<file path="src/rtl/mips_ctrl_pkg.sv">
// Shared types and encodings for the multicycle MIPS main controller.
// Optional feature macro: MIPS_CTRL_ADDI_EN adds the ADDI_EXEC/ADDI_WB states.
package mips_ctrl_pkg;

    typedef enum logic [3:0] {
        FETCH     = 4'd0,
        DECODE    = 4'd1,
        MEM_ADDR  = 4'd2,
        MEM_READ  = 4'd3,
        MEM_WB    = 4'd4,
        MEM_WRITE = 4'd5,
        EXECUTE   = 4'd6,
        R_WB      = 4'd7,
        BRANCH    = 4'd8,
        JUMP      = 4'd9
`ifdef MIPS_CTRL_ADDI_EN
        ,
        ADDI_EXEC = 4'd10,
        ADDI_WB   = 4'd11
`endif
    } state_t;

    localparam logic [5:0] OP_RTYPE = 6'h00;
    localparam logic [5:0] OP_LW    = 6'h23;
    localparam logic [5:0] OP_SW    = 6'h2B;
    localparam logic [5:0] OP_BEQ   = 6'h04;
    localparam logic [5:0] OP_J     = 6'h02;
    localparam logic [5:0] OP_ADDI  = 6'h08;

    typedef enum logic [1:0] {
        ALU_ADD   = 2'b00,
        ALU_SUB   = 2'b01,
        ALU_FUNCT = 2'b10
    } alu_op_t;

    localparam logic [1:0] SRCB_REG     = 2'b00;
    localparam logic [1:0] SRCB_FOUR    = 2'b01;
    localparam logic [1:0] SRCB_IMM     = 2'b10;
    localparam logic [1:0] SRCB_IMM_SH2 = 2'b11;

    localparam logic [1:0] PCSRC_ALU    = 2'b00;
    localparam logic [1:0] PCSRC_ALUOUT = 2'b01;
    localparam logic [1:0] PCSRC_JUMP   = 2'b10;

    // States that wait on mem_ready and are watched by the wait timer.
    function automatic logic is_wait_state(state_t s);
        return (s == FETCH) || (s == MEM_READ) || (s == MEM_WRITE);
    endfunction

endpackage

</file>
<file path="src/rtl/mips_ctrl_wait_timer.sv">
// Counts consecutive stalled cycles in a memory wait state and flags a timeout.
// MEM_WAIT_LIMIT = 0 disables the timeout entirely.
module mips_ctrl_wait_timer #(
    parameter int unsigned MEM_WAIT_LIMIT = 0
) (
    input  logic clk,
    input  logic rst_n,
    input  logic wait_active,
    input  logic mem_ready,
    output logic mem_timeout
);

    localparam int unsigned CNT_W = (MEM_WAIT_LIMIT == 0) ? 1 : $clog2(MEM_WAIT_LIMIT + 1);
    localparam logic [CNT_W-1:0] CNT_SAT = CNT_W'((MEM_WAIT_LIMIT == 0) ? 1 : MEM_WAIT_LIMIT);

    logic [CNT_W-1:0] cnt_q;
    logic [CNT_W-1:0] cnt_d;
    logic             timeout_c;

    // Limit reached while still stalled; a same-cycle mem_ready wins.
    assign timeout_c = (MEM_WAIT_LIMIT != 0) && wait_active && !mem_ready
                       && (cnt_q == CNT_W'(MEM_WAIT_LIMIT));
    assign mem_timeout = timeout_c;

    // Saturating stall count, cleared outside wait states, on ready and on timeout.
    always_comb begin
        cnt_d = '0;
        if (wait_active && !mem_ready && !timeout_c) begin
            cnt_d = (cnt_q == CNT_SAT) ? cnt_q : cnt_q + CNT_W'(1);
        end
    end

    // Counter register.
    always_ff @(posedge clk or negedge rst_n) begin
        if (!rst_n) begin
            cnt_q <= '0;
        end else begin
            cnt_q <= cnt_d;
        end
    end

endmodule

</file>
<file path="src/rtl/mips_ctrl_fsm.sv">
// Multicycle MIPS main controller: fetch/decode/execute/memory/writeback sequencing.
// Optional feature macro: MIPS_CTRL_ADDI_EN (ADDI support; otherwise 6'h08 is illegal).
// Outputs are decoded from the state; all are held at 0 while rst_n is low.
module mips_ctrl_fsm
    import mips_ctrl_pkg::*;
#(
    parameter int unsigned OP_WIDTH       = 6,
    parameter int unsigned MEM_WAIT_LIMIT = 0
) (
    input  logic                clk,
    input  logic                rst_n,
    input  logic [OP_WIDTH-1:0] opcode,
    input  logic                mem_ready,
    output logic                pc_write,
    output logic                pc_write_cond,
    output logic                i_or_d,
    output logic                mem_read,
    output logic                mem_write,
    output logic                mem_to_reg,
    output logic                ir_write,
    output logic                reg_write,
    output logic                reg_dst,
    output logic                alu_src_a,
    output logic [1:0]          alu_src_b,
    output logic [1:0]          alu_op,
    output logic [1:0]          pc_source,
    output logic                illegal_op,
    output logic                mem_timeout,
    output logic [3:0]          state_o
);

    localparam logic [OP_WIDTH-1:0] OPC_RTYPE = OP_WIDTH'(OP_RTYPE);
    localparam logic [OP_WIDTH-1:0] OPC_LW    = OP_WIDTH'(OP_LW);
    localparam logic [OP_WIDTH-1:0] OPC_SW    = OP_WIDTH'(OP_SW);
    localparam logic [OP_WIDTH-1:0] OPC_BEQ   = OP_WIDTH'(OP_BEQ);
    localparam logic [OP_WIDTH-1:0] OPC_J     = OP_WIDTH'(OP_J);
    localparam logic [OP_WIDTH-1:0] OPC_ADDI  = OP_WIDTH'(OP_ADDI);

    state_t     state_q;
    state_t     state_d;
    logic       wait_active;
    logic       timeout_w;

    logic       pc_write_c;
    logic       pc_write_cond_c;
    logic       i_or_d_c;
    logic       mem_read_c;
    logic       mem_write_c;
    logic       mem_to_reg_c;
    logic       ir_write_c;
    logic       reg_write_c;
    logic       reg_dst_c;
    logic       alu_src_a_c;
    logic [1:0] alu_src_b_c;
    logic [1:0] alu_op_c;
    logic [1:0] pc_source_c;
    logic       illegal_c;

    assign wait_active = is_wait_state(state_q);

    mips_ctrl_wait_timer #(
        .MEM_WAIT_LIMIT (MEM_WAIT_LIMIT)
    ) u_wait_timer (
        .clk         (clk),
        .rst_n       (rst_n),
        .wait_active (wait_active),
        .mem_ready   (mem_ready),
        .mem_timeout (timeout_w)
    );

    // Next-state and control decode for the current state.
    always_comb begin
        state_d         = state_q;
        pc_write_c      = 1'b0;
        pc_write_cond_c = 1'b0;
        i_or_d_c        = 1'b0;
        mem_read_c      = 1'b0;
        mem_write_c     = 1'b0;
        mem_to_reg_c    = 1'b0;
        ir_write_c      = 1'b0;
        reg_write_c     = 1'b0;
        reg_dst_c       = 1'b0;
        alu_src_a_c     = 1'b0;
        alu_src_b_c     = SRCB_REG;
        alu_op_c        = ALU_ADD;
        pc_source_c     = PCSRC_ALU;
        illegal_c       = 1'b0;

        case (state_q)
            FETCH: begin
                mem_read_c  = 1'b1;
                alu_src_b_c = SRCB_FOUR;
                ir_write_c  = mem_ready;
                pc_write_c  = mem_ready;
                if (mem_ready) state_d = DECODE;
            end
            DECODE: begin
                alu_src_b_c = SRCB_IMM_SH2;
                case (opcode)
                    OPC_LW, OPC_SW: state_d = MEM_ADDR;
                    OPC_RTYPE:      state_d = EXECUTE;
                    OPC_BEQ:        state_d = BRANCH;
                    OPC_J:          state_d = JUMP;
                    OPC_ADDI: begin
`ifdef MIPS_CTRL_ADDI_EN
                        state_d = ADDI_EXEC;
`else
                        illegal_c = 1'b1;
                        state_d   = FETCH;
`endif
                    end
                    default: begin
                        illegal_c = 1'b1;
                        state_d   = FETCH;
                    end
                endcase
            end
            MEM_ADDR: begin
                alu_src_a_c = 1'b1;
                alu_src_b_c = SRCB_IMM;
                if (opcode == OPC_LW)      state_d = MEM_READ;
                else if (opcode == OPC_SW) state_d = MEM_WRITE;
                else                       state_d = FETCH;
            end
            MEM_READ: begin
                mem_read_c = 1'b1;
                i_or_d_c   = 1'b1;
                if (mem_ready)      state_d = MEM_WB;
                else if (timeout_w) state_d = FETCH;
            end
            MEM_WB: begin
                reg_write_c  = 1'b1;
                mem_to_reg_c = 1'b1;
                state_d      = FETCH;
            end
            MEM_WRITE: begin
                mem_write_c = 1'b1;
                i_or_d_c    = 1'b1;
                if (mem_ready || timeout_w) state_d = FETCH;
            end
            EXECUTE: begin
                alu_src_a_c = 1'b1;
                alu_op_c    = ALU_FUNCT;
                state_d     = R_WB;
            end
            R_WB: begin
                reg_write_c = 1'b1;
                reg_dst_c   = 1'b1;
                state_d     = FETCH;
            end
            BRANCH: begin
                alu_src_a_c     = 1'b1;
                alu_op_c        = ALU_SUB;
                pc_write_cond_c = 1'b1;
                pc_source_c     = PCSRC_ALUOUT;
                state_d         = FETCH;
            end
            JUMP: begin
                pc_write_c  = 1'b1;
                pc_source_c = PCSRC_JUMP;
                state_d     = FETCH;
            end
`ifdef MIPS_CTRL_ADDI_EN
            ADDI_EXEC: begin
                alu_src_a_c = 1'b1;
                alu_src_b_c = SRCB_IMM;
                state_d     = ADDI_WB;
            end
            ADDI_WB: begin
                reg_write_c = 1'b1;
                state_d     = FETCH;
            end
`endif
            default: state_d = FETCH;
        endcase
    end

    // State register.
    always_ff @(posedge clk or negedge rst_n) begin
        if (!rst_n) begin
            state_q <= FETCH;
        end else begin
            state_q <= state_d;
        end
    end

    // Force every output low while reset is asserted.
    assign pc_write      = rst_n & pc_write_c;
    assign pc_write_cond = rst_n & pc_write_cond_c;
    assign i_or_d        = rst_n & i_or_d_c;
    assign mem_read      = rst_n & mem_read_c;
    assign mem_write     = rst_n & mem_write_c;
    assign mem_to_reg    = rst_n & mem_to_reg_c;
    assign ir_write      = rst_n & ir_write_c;
    assign reg_write     = rst_n & reg_write_c;
    assign reg_dst       = rst_n & reg_dst_c;
    assign alu_src_a     = rst_n & alu_src_a_c;
    assign alu_src_b     = rst_n ? alu_src_b_c : 2'b00;
    assign alu_op        = rst_n ? alu_op_c : 2'b00;
    assign pc_source     = rst_n ? pc_source_c : 2'b00;
    assign illegal_op    = rst_n & illegal_c;
    assign mem_timeout   = rst_n & timeout_w;
    assign state_o       = rst_n ? 4'(state_q) : 4'd0;

endmodule

</file>
<file path="config.mk">
export PLATFORM = sky130hd
export DESIGN_NAME = mips_ctrl_fsm
export DESIGN_NICKNAME = d
export VERILOG_FILES = /design/src/rtl/mips_ctrl_pkg.sv /design/src/rtl/mips_ctrl_wait_timer.sv /design/src/rtl/mips_ctrl_fsm.sv
export SDC_FILE = /design/constraint.sdc
export NUM_CORES = 1
export LEC_CHECK = 0
export CAP_MARGIN = 20
export CELL_PAD_IN_SITES_DETAIL_PLACEMENT = 1
export CELL_PAD_IN_SITES_GLOBAL_PLACEMENT = 2
export CORE_MARGIN = 10
export CORE_UTILIZATION = 20
export DETAILED_ROUTE_END_ITERATION = 10
export GPL_ROUTABILITY_DRIVEN = 1
export PLACE_DENSITY = 0.9
export SYNTH_ARGS = -nofsm -noshare
export SYNTH_HDL_FRONTEND = slang
export SYNTH_SLANG_ARGS = --single-unit
</file>
<file path="constraint.sdc">
create_clock -name clk -period 2.5 [get_ports clk]
set_clock_uncertainty 0.05 [all_clocks]
set_input_delay 0.5 -clock clk [delete_from_list [all_inputs] [get_ports clk]]
set_output_delay 0.5 -clock clk [all_outputs]
set_load 0.01 [all_outputs]
</file>
==> results.cfg <==
[run_status]
outcome = finished, final reports clean

[final_layout]
final_cell_area_um2 = 1040
largest_reg_flops = 4
largest-register = state_q
seq_area_um2 = 100
nNetsFinal = 138
fin_cells = 158
final_cell_mix = 23 x buf_4, 14 x dlygate4sd2_1, 11 x clkdlybuf4s50_1, 10 x nor2_1
multi_input_area_um2 = 424
fill_cells = 345
drive_above_1_share_pct = 30.7
reg_top3 = state_q: 4 flops
final_common_cell = buf_4
antenna_cells = 0
area_growth_pct = 87.2

[yosys]
synth_area_um2 = 556
ys_top_cells_by_area = dfrtp_1 18%, nor2_1 6.8%, nor4_1 6.8%
synthXorXnorAreaFrac_pct = 3.15
synth_top_family_by_area = simple AND/OR/NAND/NOR gates
syn_nets = 89
syn_avg_cell_area_um2 = 6.94
synth_area_leader_cell = dfrtp_1
synthAdderAreaFrac_pct = 0
ys_ff_latch = 4
yosys.area_share.simple_pct = 44.4
synthFlopType = dfrtp_1
yosys-mux-area-fraction_pct = 0
async_flop_share_pct = 100
syn_inst = 80
synth_edf_count = 0
yosys_warnings = 0
ys_seq_area_share_pct = 18.0
synth_top_area_share_pct = 18.0
synth.distinct_cells = 35
synth_compound_area_share_pct = 19.4

[placement]
dpl_cell_area_um2 = 981
dp_hpwl_um = 2000
portBuffers = 29
place.gp.congestion = 0.843
post-place-cells = 154

[clocking]
cts_tree = built
clk_pin_slew_ns = 0.04
clock-sinks = 4
clock-root-buffer = clkbuf_4
h-tree-depth = 1
clock_path_buffers = 2
numCtsBuffers = 3
insertion_delay_ns = 0.24

[floorplan]
die_y_um = 72.7
num_rows = 19
die_area_um2 = 5290
start_util_pct = 20.5
core_area_um2 = 2710
die_x_um = 72.7
io_pins = 31

[global_route]
grt_pass1_wl_um = 3930
track_usage_pct = 9.15
grt.overflow.total = 0
grt_max_degree = 12
grt_antenna_before_repair = 0
grt_pass1_vias = 847

[worst_setup_path]
start_kind = primary input
cp_top_family = buffers and inverters
worstPathRequired_ns = 1.95
cp.arrival_ns = 1.85
cp_num_buf_inv = 3
worstSetupPathType = primary input to output port
critPathSlowestCell = clkdlybuf4s50_1
crit_chain = clkdlybuf4s50_1 -> nor2b_4 -> buf_4 -> nand2_1 -> nor3_2 -> dlygate4sd2_1
critical_path.max_stage_delay_ns = 0.48
cp-end-kind = output port
crit_path_max_fanout = 5

[sta]
fmax_mhz = 417
setup_viol = 0
holdWs_ns = 0.528
finalHoldViolations = 0
post-route-period-util_pct = 95.9
slew_violations = 0
fin_crit_ns = 2.40

[power]
peakVddDrop_mv = 0.315
p_per_area_nw_per_um2 = 448
finalPower_uw = 466
p_leak_uw = 0.000561

[routing]
drtPass1Iterations = 4
dr_total_vias = 770
viasPerCell = 4.87
dr.first_iter.drc_count = 11
antenna_left = 0
wl_per_cell_um = 15.0
routed_wl_um = 2370
drc = 0

[worst_hold_path]
hp-class = primary input to async pin

[run]
maxCapViolCount = 0
[per-stage QoR]
step	setup TNS, ns	worst slack, ns	utilization, %
5_1_grt	-0.0308	-0.0308	38.4
4_1_cts	-0.189	-0.189	36.8
3_3_place_gp	-2.68	-0.255	36.2
6_report	0	0.101	38.4
3_5_place_dp	-3.07	-0.321	36.2
2_1_floorplan	0	0.539	-
[per-layer routing]
metal / vias up / GRT usage (%) / routed length (µm)
li1: 377 / - / -
met1: 368 / 9.36 / 947
met2: 21 / 16.2 / 1230
met3: 4 / 4.35 / 179
met4: 0 / 2.53 / 20
met5: - / 0 / 0
[power breakdown]
| part | leakage (µW) | switching (µW) | internal, µW |
|---|---|---|---|
| Combinational | 0.000493 | 140 | 139 |
| Clock | 0.0000138 | 29.2 | 53.9 |
| Sequential | 0.0000539 | 29.0 | 75.1 |
| Total | 0.000561 | 198 | 268 |
[final timing paths]
kind                                         from                     end  slack (ns)  depth (start not counted)
setup / recovery                            rst_n              mem_to_reg        0.10                          6
min in group clk           state_q[3]$_DFFE_PN0P_  state_q[0]$_DFFE_PN0P_        0.71                          2
hold reg to reg            state_q[3]$_DFFE_PN0P_  state_q[0]$_DFFE_PN0P_        0.71                          2
setup reg to reg           state_q[2]$_DFFE_PN0P_  state_q[0]$_DFFE_PN0P_        0.75                          5
hold / removal                              rst_n  state_q[0]$_DFFE_PN0P_        0.53                          2
max in group asynchronous                   rst_n  state_q[3]$_DFFE_PN0P_        1.75                          2
[cell families (layout without fill, tap and decap cells)]
group                  after synthesis  in the layout
AO/OA/AOI/OAI                       16             16
XOR/XNOR                             2              2
buffers and inverters               12             59
flip-flops                           4              4
other                                1              1
AND/OR/NAND/NOR                     45             45
[layout make-up]
class / instances / area share (%)
multi-input cells: 64 / 40.8
repair buffers: 51 / 41.9
inverters: 5 / 1.81
well taps: 31 / 3.73
clock buffers: 3 / 2.17
flip-flops and latches: 4 / 9.63
[cells in the mapped netlist (2+ instances only)]
cell       n
nor3_1     5
o21ai_0    3
inv_1      5
clkbuf_8   2
nand2_1    7
dfrtp_1    4
clkbuf_1   2
and3_1     2
nor2b_1    2
nor2_1    10
buf_4      2
nor4_1     6
and2_1     3
nand2b_1   2
xor2_1     2
a31oi_1    2
a21oi_1    3
[what timing repair did]
action	CTS	global route
hold buffers	0	0
buffers inserted	0	1
gates resized for setup	19	12
pin swaps	0	2
cloned	0	0
setup endpoints to repair	17	6
Power figures use the tool's default switching activity.
